--- config.mk ---
export PLATFORM = sky130hd
export DESIGN_NAME = mac_unit
export DESIGN_NICKNAME = d
export VERILOG_FILES = /design/src/rtl/mac_pkg.sv /design/src/rtl/mac_step.sv /design/src/rtl/mac_unit.sv
export SDC_FILE = /design/constraint.sdc
export NUM_CORES = 2
export LEC_CHECK = 0
export ABC_AREA = 0
export BUFFER_PORTS_ARGS = -buffer_cell sky130_fd_sc_hd__buf_2
export CAP_MARGIN = 40
export CORE_ASPECT_RATIO = 0.6
export CORE_MARGIN = 10
export CORE_UTILIZATION = 40
export DETAILED_ROUTE_END_ITERATION = 16
export PLACE_DENSITY = 0.59
export SYNTH_ARGS = -nofsm -noshare
export SYNTH_HDL_FRONTEND = slang
export SYNTH_HIERARCHICAL = 1
export SYNTH_SLANG_ARGS = --single-unit
--- constraint.sdc ---
create_clock -name clk -period 11.1 [get_ports clk]
set_clock_uncertainty 0.05 [all_clocks]
set_input_delay 1.11 -clock clk [delete_from_list [all_inputs] [get_ports clk]]
set_output_delay 1.11 -clock clk [all_outputs]
set_load 0.01 [all_outputs]
--- src/rtl/mac_pkg.sv ---
// Shared encodings for the iterative multiply-accumulate unit: op codes, FSM states,
// default geometry and small decode helpers.
package mac_pkg;

    localparam int MAC_WIDTH = 32;
    localparam int MAC_STEP  = 8;
    localparam int MAC_N     = MAC_WIDTH / MAC_STEP;

    typedef enum logic [2:0] {
        MAC_MULT  = 3'd0,
        MAC_MULTU = 3'd1,
        MAC_MADD  = 3'd2,
        MAC_MADDU = 3'd3,
        MAC_MSUB  = 3'd4,
        MAC_MSUBU = 3'd5
    } mac_op_e;

    typedef enum logic [1:0] {
        ST_IDLE = 2'd0,
        ST_BUSY = 2'd1,
        ST_ACC  = 2'd2,
        ST_DONE = 2'd3
    } mac_state_e;

    // Counter must hold 0..N inclusive.
    function automatic int mac_cnt_w(input int n);
        return (n < 1) ? 1 : $clog2(n + 1);
    endfunction

    // Unknown codes fall back to an unsigned plain multiply.
    function automatic mac_op_e mac_decode_op(input logic [2:0] code);
        case (code)
            3'd0:    return MAC_MULT;
            3'd2:    return MAC_MADD;
            3'd3:    return MAC_MADDU;
            3'd4:    return MAC_MSUB;
            3'd5:    return MAC_MSUBU;
            default: return MAC_MULTU;
        endcase
    endfunction

    function automatic logic mac_is_signed(input mac_op_e op);
        return (op == MAC_MULT) || (op == MAC_MADD) || (op == MAC_MSUB);
    endfunction

endpackage

--- src/rtl/mac_step.sv ---
// One iteration of the multiplier: WIDTH x STEP unsigned partial product,
// positioned at bit cnt*STEP of the 2*WIDTH accumulator. Purely combinational.
module mac_step
    import mac_pkg::*;
#(
    parameter int WIDTH = MAC_WIDTH,
    parameter int STEP  = MAC_STEP,
    parameter int CNT_W = 3
) (
    input  logic [WIDTH-1:0]   mcand,
    input  logic [STEP-1:0]    mbits,
    input  logic [CNT_W-1:0]   cnt,
    output logic [2*WIDTH-1:0] addend
);

    logic [WIDTH+STEP-1:0] prod;

    always_comb begin
        prod   = {{STEP{1'b0}}, mcand} * {{WIDTH{1'b0}}, mbits};
        addend = (2*WIDTH)'(prod) << (32'(cnt) * STEP);
    end

endmodule

--- src/rtl/mac_unit.sv ---
// Iterative signed/unsigned MULT/MADD/MSUB against a 2*WIDTH HI/LO accumulator.
// Ready WIDTH/STEP+1 cycles after the start edge; result held in DONE while start_i stays high.
module mac_unit
    import mac_pkg::*;
#(
    parameter int WIDTH = MAC_WIDTH,
    parameter int STEP  = MAC_STEP
) (
    input  logic                 clk,
    input  logic                 rst,
    input  logic                 start_i,
    input  logic                 annul_i,
    input  logic [2:0]           op_i,
    input  logic [WIDTH-1:0]     opdata1_i,
    input  logic [WIDTH-1:0]     opdata2_i,
    input  logic [2*WIDTH-1:0]   hilo_i,
    output logic [2*WIDTH-1:0]   result_o,
    output logic                 ready_o,
    output logic                 busy_o
);

    localparam int N     = WIDTH / STEP;
    localparam int CNT_W = mac_cnt_w(N);
    localparam logic [CNT_W-1:0] CNT_LAST = CNT_W'(N - 1);

    if ((WIDTH % STEP) != 0 || STEP < 1) begin : g_bad_step
        $error("mac_unit: WIDTH must be a non-zero multiple of STEP");
    end

    mac_state_e           state_q, state_d;
    mac_op_e              op_q;
    logic                 neg_q;
    logic [WIDTH-1:0]     mcand_q, mplier_q;
    logic [2*WIDTH-1:0]   hilo_q, partial_q, result_q;
    logic [CNT_W-1:0]     cnt_q;
    logic                 ready_q;

    mac_op_e              dec_op;
    logic                 sgn_in;
    logic [2*WIDTH-1:0]   addend, prod, acc_result;

    always_ff @(posedge clk) begin
        if (!rst) state_q <= ST_IDLE;
        else      state_q <= state_d;
    end

    always_comb begin
        state_d = state_q;
        if (annul_i) begin
            state_d = ST_IDLE;
        end else begin
            case (state_q)
                ST_IDLE: if (start_i) state_d = ST_BUSY;
                ST_BUSY: if (cnt_q == CNT_LAST) state_d = ST_ACC;
                ST_ACC:  state_d = ST_DONE;
                ST_DONE: if (!start_i) state_d = ST_IDLE;
                default: state_d = ST_IDLE;
            endcase
        end
    end

    always_comb begin
        busy_o = (state_q == ST_BUSY) || (state_q == ST_ACC);
    end

    assign result_o = result_q;
    assign ready_o  = ready_q;

    mac_step #(
        .WIDTH (WIDTH),
        .STEP  (STEP),
        .CNT_W (CNT_W)
    ) u_step (
        .mcand  (mcand_q),
        .mbits  (mplier_q[STEP-1:0]),
        .cnt    (cnt_q),
        .addend (addend)
    );

    always_comb begin
        dec_op = mac_decode_op(op_i);
        sgn_in = mac_is_signed(dec_op);
        prod   = neg_q ? -partial_q : partial_q;
        case (op_q)
            MAC_MADD, MAC_MADDU: acc_result = hilo_q + prod;
            MAC_MSUB, MAC_MSUBU: acc_result = hilo_q - prod;
            default:             acc_result = prod;
        endcase
    end

    // The unsigned core works on magnitudes; sign is reapplied once in ACC.
    always_ff @(posedge clk) begin
        if (!rst) begin
            op_q      <= MAC_MULT;
            neg_q     <= 1'b0;
            mcand_q   <= '0;
            mplier_q  <= '0;
            hilo_q    <= '0;
            partial_q <= '0;
            cnt_q     <= '0;
            result_q  <= '0;
            ready_q   <= 1'b0;
        end else if (annul_i) begin
            result_q  <= '0;
            ready_q   <= 1'b0;
        end else begin
            case (state_q)
                ST_IDLE: if (start_i) begin
                    op_q      <= dec_op;
                    neg_q     <= sgn_in & (opdata1_i[WIDTH-1] ^ opdata2_i[WIDTH-1]);
                    mcand_q   <= (sgn_in && opdata1_i[WIDTH-1]) ? -opdata1_i : opdata1_i;
                    mplier_q  <= (sgn_in && opdata2_i[WIDTH-1]) ? -opdata2_i : opdata2_i;
                    hilo_q    <= hilo_i;
                    partial_q <= '0;
                    cnt_q     <= '0;
                end
                ST_BUSY: begin
                    partial_q <= partial_q + addend;
                    mplier_q  <= mplier_q >> STEP;
                    cnt_q     <= cnt_q + CNT_W'(1);
                end
                ST_ACC: begin
                    result_q  <= acc_result;
                    ready_q   <= 1'b1;
                end
                ST_DONE: if (!start_i) begin
                    result_q  <= '0;
                    ready_q   <= 1'b0;
                end
                default: ;
            endcase
        end
    end

endmodule

==> reports/metrics.yaml <==
outcome: "complete, no violations"
synth-edff-count: 0
start_kind: "flop"
rows: 79
yosys.area.top_type: "dfxtp_1"
overflow: 0
postRouteAntennaNets: 0
synth.area.top_cells: "dfxtp_1, fa_1, ha_1"
arrival_ns: 10.34
nNetsFinal: 4685
synthesis.area_um2: 31700
cts_tree: "yes"
cpPeakStageDelay_ns: 0.82
critical_path.endpoint_type: "flop"
coreArea_um2: 78000
cts_buffer_depth: 3
grt_pass1_vias: 28600
period_share_pct: 88.9
cts-root-buf: "clkbuf_16"
maxSlewHeadroom_pct: 30.7
drive_above_1_share_pct: 8.76
min_path_type: "reg -> reg"
grt_usage_pct: 22.6
cts_resized: 0
dr_total_vias: 30300
avgSynthCellArea_um2: 7.68
synthCells: 4126
drv_slew: 0
path_common_cell: "fa_1"
ios: 201
ys_types: 96
htree_levels: 1
cpMaxStageDelayCell: "dfxtp_1"
power.total_mw: 3.63
tightest_slew_ns: 1.03
syn_nets: 4640
routed_wl_um: 107000
synth_top_area_share_pct: 16.7
setup_viol: 0
grt_max_degree: 69
gp_congestion: 0.969
async_flop_share_pct: 0
drt_pass1_iterations: 8
wire_per_inst_um: 20.4
power_leakage_nw: 15.6
worstPathRequired_ns: 11.57
dpl.hpwl_um: 85200
io_buffers: 200
clock_latency_ns: 0.64
cts_setup_buffers: 0
dieArea_um2: 91300
ys_ff_latch: 265
yosysSeqAreaShare_pct: 16.7
fp.dieW_um: 383
cts_hold_buf: 0
max_freq_mhz: 101
via_per_inst: 5.78
maxCapViolCount: 0
p_per_area_nw_per_um2: 105
antenna_found_initial: 0
setup-tns-final_ns: 0
drcViolationCount: 0
clk_pin_slew_worst_paths_ns: 0.07
cts_buffers: 28
drt_iter0_markers: 3133
cp_max_fo: 20
die_h_um: 238
grt_pass1_wl_um: 168000
area_delta_synth_final_pct: 8.93
cts_sinks: 265
start_util_pct: 40.6
hold_viol: 0
rsz0062_at_grt: "false"
crit_type: "reg -> reg"
ys_warn_count: 6
synth_flop_cell: "dfxtp_1"
peakVddDrop_mv: 0.107
period_minus_slack_ns: 9.87
## routing by layer
metal | routed length, µm | GRT usage, % | vias to the layer above
met5 | 0 | 0 | -
li1 | - | - | 14600
met4 | 1330 | 3.00 | 0
met3 | 11000 | 6.90 | 77
met1 | 55100 | 35.8 | 14500
met2 | 39600 | 29.5 | 1115
## cells in the mapped netlist, types with 89 or more instances
| library cell | instances |
|---|---|
| fa_1 | 182 |
| clkbuf_1 | 208 |
| and2_1 | 230 |
| a21o_1 | 98 |
| xnor2_1 | 171 |
| nand2_1 | 489 |
| nor2_1 | 249 |
| dfxtp_1 | 265 |
| ha_1 | 197 |
| inv_1 | 253 |
| xor2_1 | 156 |
| a21oi_1 | 269 |
| nor2b_1 | 89 |
| o21ai_0 | 207 |
| a21boi_0 | 96 |
## cells by family (layout without fill, tap and decap cells)
group                      after synthesis  count (layout)  share of synthesized area [%]
xor gates and xnor gates               328             328                           9.09
buffers and inverters                  492             557                           5.96
AOI/OAI and AO/OA                     1140            1140                           24.1
and+or+nand+nor                       1475            1475                           23.3
adders and majority gates              379             379                           19.3
muxes                                   47              47                           1.53
DFF                                    265             265                           16.7
other                                    0               1                              0
## state kept, by name (all words and copies together), names as in the netlist
signal,count
result_o,64
neg_q,1
op_q,2
cnt_q,3
mplier_q,32
state_q,2
mcand_q,32
ready_o,1
hilo_q,64
partial_q,64
## worst paths after layout
check | slack, ns | startpoint | cells after the start | endpoint
worst min-delay path | 0.41 | result_o[44] | 2 | result_o[44]
worst max-delay path | 1.23 | mplier_q[5] | 30 | partial_q[63]
worst max register to register | 1.23 | mplier_q[5] | 30 | partial_q[63]
worst min register to register | 0.41 | result_o[44] | 2 | result_o[44]
## critical path, delay by kind of cell, from the launching register on
| family | cells | cell delay, ns |
|---|---|---|
| AO/OA/AOI/OAI | 11 | 2.92 |
| XOR/XNOR | 2 | 0.52 |
| adder cells (fa/ha/maj) | 6 | 2.81 |
| buffers and inverters | 3 | 0.43 |
| flip-flops | 1 | 0.82 |
| multiplexers | 2 | 0.74 |
| AND/OR/NAND/NOR | 6 | 1.42 |
## where the power goes
| part | internal (mW) | switching (mW) |
|---|---|---|
| Sequential | 0.981 | 0.0510 |
| Clock | 0.551 | 0.465 |
| Combinational | 0.609 | 0.969 |
| Total | 2.14 | 1.48 |
## layout make-up
cell class / count / area, µm²
Tap cell: 1053 / 1320
Sequential cell: 265 / 5310
Fill cell: 7983 / 43500
Timing Repair Buffer: 253 / 1460
Clock inverter: 16 / 203
Antenna cell: 1 / 2.50
Inverter: 254 / 953
Multi-Input combinational cell: 3369 / 24500
Clock buffer: 34 / 743
## per-stage QoR
step / std cells / setup WS [ns] / utilization, % / area (µm²) / hold WS, ns
floorplan: 4126 / 3.30 / - / 31700 / 0.391
global placement: 5189 / 1.54 / 42.9 / 33500 / 0.393
detailed placement: 5193 / 1.68 / 43.0 / 33600 / 0.400
CTS: 5243 / 1.61 / 44.3 / 34500 / 0.409
global route: 5244 / 0.952 / 44.3 / 34500 / 0.420
finish: 5245 / 1.23 / 44.3 / 34500 / 0.406
## placed cells by master (no fill, tap or decap), types with 89 or more instances in the layout
| cell | n |
|---|---|
| dfxtp_1 | 264 |
| xor2_1 | 156 |
| xnor2_1 | 171 |
| a21o_1 | 98 |
| ha_1 | 195 |
| a21oi_1 | 269 |
| a21boi_0 | 96 |
| o21ai_0 | 207 |
| buf_2 | 199 |
| nand2_1 | 489 |
| inv_1 | 253 |
| nor2_1 | 246 |
| and2_1 | 230 |
| nor2b_1 | 89 |
| fa_1 | 182 |
Note: power is estimated with default switching activity, not from simulation.
